`src/rtl/vga_fb_arbiter_pkg.sv`:
```
// Shared constants and types for the framebuffer arbiter: window geometry,
// framebuffer size and the queued write entry layout.
package vga_fb_arbiter_pkg;

  localparam logic [9:0]  WIN_X0     = 10'd80;
  localparam logic [9:0]  WIN_X1     = 10'd560;
  localparam logic [9:0]  WIN_Y0     = 10'd24;
  localparam logic [9:0]  WIN_Y1     = 10'd456;
  localparam logic [9:0]  X_LAST     = 10'd639;
  localparam logic [14:0] FB_W       = 15'd160;
  localparam logic [14:0] FB_SIZE    = 15'd23040;
  localparam logic [1:0]  SCALE_LAST = 2'd2;
  localparam logic [2:0]  FIFO_DEPTH = 3'd4;
  localparam int          ENTRY_W    = 27;

  typedef struct packed {
    logic [14:0] addr;
    logic [11:0] data;
  } wr_entry_t;

  function automatic logic in_span(logic [9:0] v, logic [9:0] lo, logic [9:0] hi);
    return (v >= lo) && (v < hi);
  endfunction

endpackage

```
`src/rtl/vga_fb_arbiter_fifo.sv`:
```
// fb_write_fifo: 4-deep synchronous FIFO holding queued {addr,data} pixel
// writes; head is presented combinationally on dout.
module fb_write_fifo
  import vga_fb_arbiter_pkg::*;
(
  input  logic                 clk_50,
  input  logic                 rst,
  input  logic                 push,
  input  logic                 pop,
  input  logic [ENTRY_W-1:0]   din,
  output logic [ENTRY_W-1:0]   dout,
  output logic                 full,
  output logic                 empty,
  output logic [2:0]           level
);

  logic [ENTRY_W-1:0] store [0:3];
  logic [1:0]         wr_ptr;
  logic [1:0]         rd_ptr;
  logic [2:0]         count;
  logic               do_push;
  logic               do_pop;

  assign full    = (count == FIFO_DEPTH);
  assign empty   = (count == 3'd0);
  assign level   = count;
  assign dout    = store[rd_ptr];
  assign do_push = push && !full;
  assign do_pop  = pop && !empty;

  always_ff @(posedge clk_50) begin
    if (do_push) store[wr_ptr] <= din;
  end

  always_ff @(posedge clk_50) begin
    if (rst) begin
      wr_ptr <= 2'd0;
      rd_ptr <= 2'd0;
      count  <= 3'd0;
    end else begin
      if (do_push) wr_ptr <= wr_ptr + 2'd1;
      if (do_pop)  rd_ptr <= rd_ptr + 2'd1;
      case ({do_push, do_pop})
        2'b10:   count <= count + 3'd1;
        2'b01:   count <= count - 3'd1;
        default: count <= count;
      endcase
    end
  end

endmodule

```
`src/rtl/vga_fb_arbiter.sv`:
```
// Framebuffer time-slot arbiter: vga_ph=0 cycles read for scan-out (3x scaled,
// centred), vga_ph=1 cycles drain one queued VDP write.
module vga_fb_arbiter
  import vga_fb_arbiter_pkg::*;
#(
  parameter logic [11:0] BORDER_RGB = 12'h000
) (
  input  logic        clk_50,
  input  logic        rst,
  input  logic        vga_ph,
  input  logic [9:0]  pix_x,
  input  logic [9:0]  pix_y,
  input  logic        pix_de,
  // Write port: an entry is taken on an edge where wr_valid && wr_ready; the
  // writer holds wr_addr/wr_data until then. wr_ready never depends on wr_valid.
  input  logic        wr_valid,
  output logic        wr_ready,
  input  logic [14:0] wr_addr,
  input  logic [11:0] wr_data,
  output logic [14:0] mem_addr,
  output logic        mem_we,
  output logic [11:0] mem_wdata,
  input  logic [11:0] mem_rdata,
  output logic [11:0] rgb_out,
  output logic [2:0]  fifo_level
);

  logic [7:0]         src_x;
  logic [1:0]         sub_x;
  logic [1:0]         sub_y;
  logic [14:0]        row_base;
  logic [7:0]         cur_src_x;
  logic [1:0]         cur_sub_x;
  logic [14:0]        rd_addr;
  logic               row_in;
  logic               in_win;
  logic               prev_win;
  logic               prev_de;
  logic               push;
  logic               pop;
  logic               fifo_full;
  logic               fifo_empty;
  logic [ENTRY_W-1:0] head;
  wr_entry_t          head_e;
  logic [2:0]         level_next;

  assign push   = wr_valid && wr_ready && !fifo_full;
  assign pop    = vga_ph && !fifo_empty;
  assign head_e = head;

  fb_write_fifo u_fifo (
    .clk_50 (clk_50),
    .rst    (rst),
    .push   (push),
    .pop    (pop),
    .din    ({wr_addr, wr_data}),
    .dout   (head),
    .full   (fifo_full),
    .empty  (fifo_empty),
    .level  (fifo_level)
  );

  always_comb begin
    row_in    = in_span(pix_y, WIN_Y0, WIN_Y1);
    in_win    = pix_de && row_in && in_span(pix_x, WIN_X0, WIN_X1);
    // The first window column restarts the horizontal walk in the same cycle.
    cur_src_x = (pix_x == WIN_X0) ? 8'd0 : src_x;
    cur_sub_x = (pix_x == WIN_X0) ? 2'd0 : sub_x;
    rd_addr   = row_base + {7'd0, cur_src_x};
    level_next = fifo_level;
    if (push && !pop)      level_next = fifo_level + 3'd1;
    else if (!push && pop) level_next = fifo_level - 3'd1;
  end

  always_ff @(posedge clk_50) begin
    if (rst) wr_ready <= 1'b0;
    else     wr_ready <= (level_next != FIFO_DEPTH);
  end

  always_ff @(posedge clk_50) begin
    if (rst) begin
      src_x     <= 8'd0;
      sub_x     <= 2'd0;
      sub_y     <= 2'd0;
      row_base  <= 15'd0;
      prev_win  <= 1'b0;
      prev_de   <= 1'b0;
      mem_addr  <= 15'd0;
      mem_we    <= 1'b0;
      mem_wdata <= 12'd0;
      rgb_out   <= 12'd0;
    end else if (!vga_ph) begin
      mem_addr <= rd_addr;
      mem_we   <= 1'b0;
      // mem_rdata now carries the read issued in the previous read slot.
      rgb_out  <= prev_win ? mem_rdata : (prev_de ? BORDER_RGB : 12'h000);
      prev_win <= in_win;
      prev_de  <= pix_de;
      if (in_win) begin
        if (cur_sub_x == SCALE_LAST) begin
          sub_x <= 2'd0;
          src_x <= cur_src_x + 8'd1;
        end else begin
          sub_x <= cur_sub_x + 2'd1;
          src_x <= cur_src_x;
        end
      end
      if (pix_de && pix_y == WIN_Y0 && pix_x == 10'd0) begin
        row_base <= 15'd0;
        sub_y    <= 2'd0;
      end else if (pix_de && row_in && pix_x == X_LAST) begin
        if (sub_y == SCALE_LAST) begin
          sub_y    <= 2'd0;
          row_base <= row_base + FB_W;
        end else begin
          sub_y <= sub_y + 2'd1;
        end
      end
    end else begin
      // Out-of-range entries are still popped, just never strobed into the RAM.
      mem_we <= pop && (head_e.addr < FB_SIZE);
      if (pop) begin
        mem_addr  <= head_e.addr;
        mem_wdata <= head_e.data;
      end
    end
  end

endmodule

```
`config.mk`:
```
export PLATFORM = sky130hd
export DESIGN_NAME = vga_fb_arbiter
export DESIGN_NICKNAME = d
export VERILOG_FILES = /design/src/rtl/vga_fb_arbiter_pkg.sv /design/src/rtl/vga_fb_arbiter_fifo.sv /design/src/rtl/vga_fb_arbiter.sv
export SDC_FILE = /design/constraint.sdc
export NUM_CORES = 1
export LEC_CHECK = 0
export ABC_AREA = 1
export CORE_ASPECT_RATIO = 0.7
export CORE_MARGIN = 1
export CORE_UTILIZATION = 50
export DETAILED_ROUTE_END_ITERATION = 16
export HOLD_SLACK_MARGIN = 0.1
export PLACE_DENSITY = 0.84
export SKIP_LAST_GASP = 1
export SYNTH_ARGS = -nofsm -noshare
export SYNTH_HDL_FRONTEND = slang
export SYNTH_SLANG_ARGS = --single-unit
```
`constraint.sdc`:
```
create_clock -name clk_50 -period 6.05 [get_ports clk_50]
set_input_delay 1.21 -clock clk_50 [delete_from_list [all_inputs] [get_ports clk_50]]
set_output_delay 1.21 -clock clk_50 [all_outputs]
set_load 0.01 [all_outputs]
```
==> flow_metrics.py <==
metrics = {
    "status": {
        "run_status": "finished, violations left",
        "violations": "DRC",
    },
    "sta": {
        "hold_violations": 0,
        "finalSetupViolCount": 0,
        "max_freq_mhz": 268,
        "fin_worst_skew_ns": 0.00676,
        "relSlewSlack_pct": 40.7,
        "rsz0062_at_grt": "no",
        "final.min_clock_period_ns": 3.73,
        "hold_slack_ns": 0.462,
        "period_share_pct": 61.7,
        "finalSetupTns_ns": 0,
        "tightest_slew_ns": 0.887,
        "finalMaxSlewViolations": 0,
    },
    "setup_path": {
        "cp_cell_sequence": "clkdlybuf4s50_1 -> buf_4 -> inv_1 -> a21oi_2 -> buf_4 -> inv_1 -> ha_1 -> a2111oi_0 -> a221oi_1",
        "worstSetupStartpointType": "primary input",
        "critPathCaptureType": "flop",
        "cp.arrival_ns": 4.02,
        "cp_max_fo": 23,
        "cp_slowest_cell": "clkdlybuf4s50_1",
        "cp_data_required_time_ns": 6.34,
        "cpPeakStageDelay_ns": 0.45,
        "critPathKind": "in2reg",
    },
    "clock_network": {
        "cts_tree": "done",
        "cts.sinks": 181,
        "root_buffer": "clkbuf_16",
        "clk-insertion-delay-late_ns": 0.43,
        "ctsResizeCount": 0,
        "cts_setup_buffers": 0,
        "ctsHoldBuffers": 0,
        "numCtsBuffers": 17,
        "htreeDepth": 4,
        "clk_path_buf_depth": 2,
        "clk_pin_slew_ns": 0.07,
    },
    "route": {
        "drt_wl_total_mm": 18.3,
        "vias_per_cell": 5.47,
        "final_antenna_net_count": 0,
        "dr.pass1.iters": 11,
        "routedWlPerCell_um": 16.1,
        "remaining_drc_errors": 14,
        "vias": 6219,
        "drtIter0Drc": 627,
    },
    "synthesis": {
        "synth_cells": 828,
        "ys_seq_area_share_pct": 59.7,
        "ys_ff_latch": 181,
        "yosys_warnings": 0,
        "yosys.cell_types.count": 51,
        "yosysTopAreaCell": "edfxtp_1",
        "synth_fp_nets": 906,
        "syn_avg_cell_area_um2": 9.52,
        "yosysTopAreaCellShare_pct": 41.1,
        "netlist_top_cells_area": "edfxtp_1 (41%), dfxtp_1 (19%), nand2_1 (6.8%)",
        "netlist_area_mm2": 0.00789,
    },
    "floorplanning": {
        "die_h_um": 107,
        "core_area_mm2": 0.0150,
        "rows": 37,
        "io_pins": 108,
        "die-area_mm2": 0.0163,
        "die_x_um": 152,
        "initial_core_util_pct": 52.4,
    },
    "global_routing": {
        "grt_pass1_vias": 5850,
        "track_usage_pct": 23.0,
        "globalRouteOverflowTotal": 0,
        "grt_max_degree": 59,
        "grt_antenna_before_repair": 0,
        "grt_pass1_wl_mm": 29.3,
    },
    "finish": {
        "final_cell_mix": "nand2_1 (143), edfxtp_1 (108), clkdlybuf4s50_1 (106)",
        "diodes": 0,
        "nNetsFinal": 1006,
        "fin_cells": 1136,
        "drive_above_1_share_pct": 7.97,
        "synthToLayoutAreaGrowth_pct": 23.3,
        "layout.cells.most_common": "nand2_1",
    },
    "worst_hold_path": {
        "hp-class": "reg2reg",
    },
    "power": {
        "ir_drop_mv": 0.222,
        "p_leak_nw": 3.66,
        "power_mw": 3.40,
        "p_per_area_mw_per_mm2": 349,
    },
    "place": {
        "gp_congestion": 0.910,
        "numPlacedInstances": 1104,
        "portBuffers": 107,
        "hpwlAfterDp_mm": 11.6,
    },
    "flow_run": {
        "drv_cap": 0,
    },
}
==> power by group <==
part	leakage (nW)	total (mW)	switching (mW)	internal (mW)
registers	1.57	1.50	0.0631	1.44
clock network	0.294	1.10	0.538	0.560
logic	1.79	0.798	0.487	0.311
==> worst paths after layout <==
check	from	end	slack [ns]	cells past startpoint
setup / recovery	vga_ph	wr_ready$_SDFF_PP0_	2.32	9
hold / removal	prev_win$_SDFFE_PP0N_	prev_win$_SDFFE_PP0N_	0.46	2
setup reg to reg	u_fifo.level[0]$_SDFFE_PP0P_	wr_ready$_SDFF_PP0_	3.36	9
hold reg to reg	prev_win$_SDFFE_PP0N_	prev_win$_SDFFE_PP0N_	0.46	2
==> registers in the layout, summed over array words and instances (netlist names), named ones only <==
| name | count |
|---|---|
| mem_addr | 15 |
| mem_wdata | 12 |
| mem_we | 1 |
| prev_win | 1 |
| rgb_out | 12 |
| row_base | 10 |
| src_x | 8 |
| sub_x | 2 |
| sub_y | 2 |
| u_fifo.level | 3 |
| u_fifo.rd_ptr | 2 |
| u_fifo.store | 108 |
| u_fifo.wr_ptr | 2 |
| wr_ready | 1 |
==> through the flow <==
step	setup WS, ns	utilization, %	cell area, um^2
floorplan	3.05	-	7890
global placement	2.10	60.7	9130
detailed placement	1.93	60.7	9130
CTS	2.32	64.6	9730
global route	2.09	64.6	9730
finish	2.32	64.6	9730
==> layout make-up <==
type | count | area, um^2
Tap cell | 195 | 244
Multi-Input combinational cell | 527 | 2730
Timing Repair Buffer | 116 | 1130
Clock buffer | 17 | 425
Sequential cell | 181 | 4700
Fill cell | 1107 | 5320
Clock inverter | 15 | 175
Inverter | 85 | 319
==> synth_stat cells, drive strengths merged <==
cell type and n:
a2111oi 1, edfxtp 108, or2 2, dfxtp 73, nor3b 1, inv 84
a221oi 1, xnor2 1, a31oi 7, o221ai 2, o21ai 72, nand2 149
buf 14, a32o 2, a311oi 1, a21oi 57, a211o 1, nand3b 2
nor3 8, o2111ai 1, o22a 1, ha 14, o22ai 15, o21bai 1
nand3 35, a31o 1, nor2 113, and3 3, a211oi 2, clkbuf 21
xor2 10, nand4 14, clkinv 1, o211ai 1, nor4 5, a221o 4
==> critical path: cells and delay by family <==
kind	cells	cell delay [ns]
compound gates	3	0.69
buf+inv	5	1.72
fa+ha+maj	1	0.38
==> kinds of logic after synthesis <==
group | synth area share [%]
AO/OA/AOI/OAI | 12.3
XOR/XNOR | 1.22
adder cells (fa/ha/maj) | 2.22
buffers and inverters | 6.04
flip-flops | 59.7
AND/OR/NAND/NOR | 18.5
==> routing by layer <==
metal,up-vias,part of all wire [%],GRT usage [%]
li1,3026,-,-
met1,2933,44,30.5
met2,239,48,38.1
met3,21,7.3,5.58
met4,0,0.94,5.83
met5,-,0,0
(Power assumes the default switching activity.)
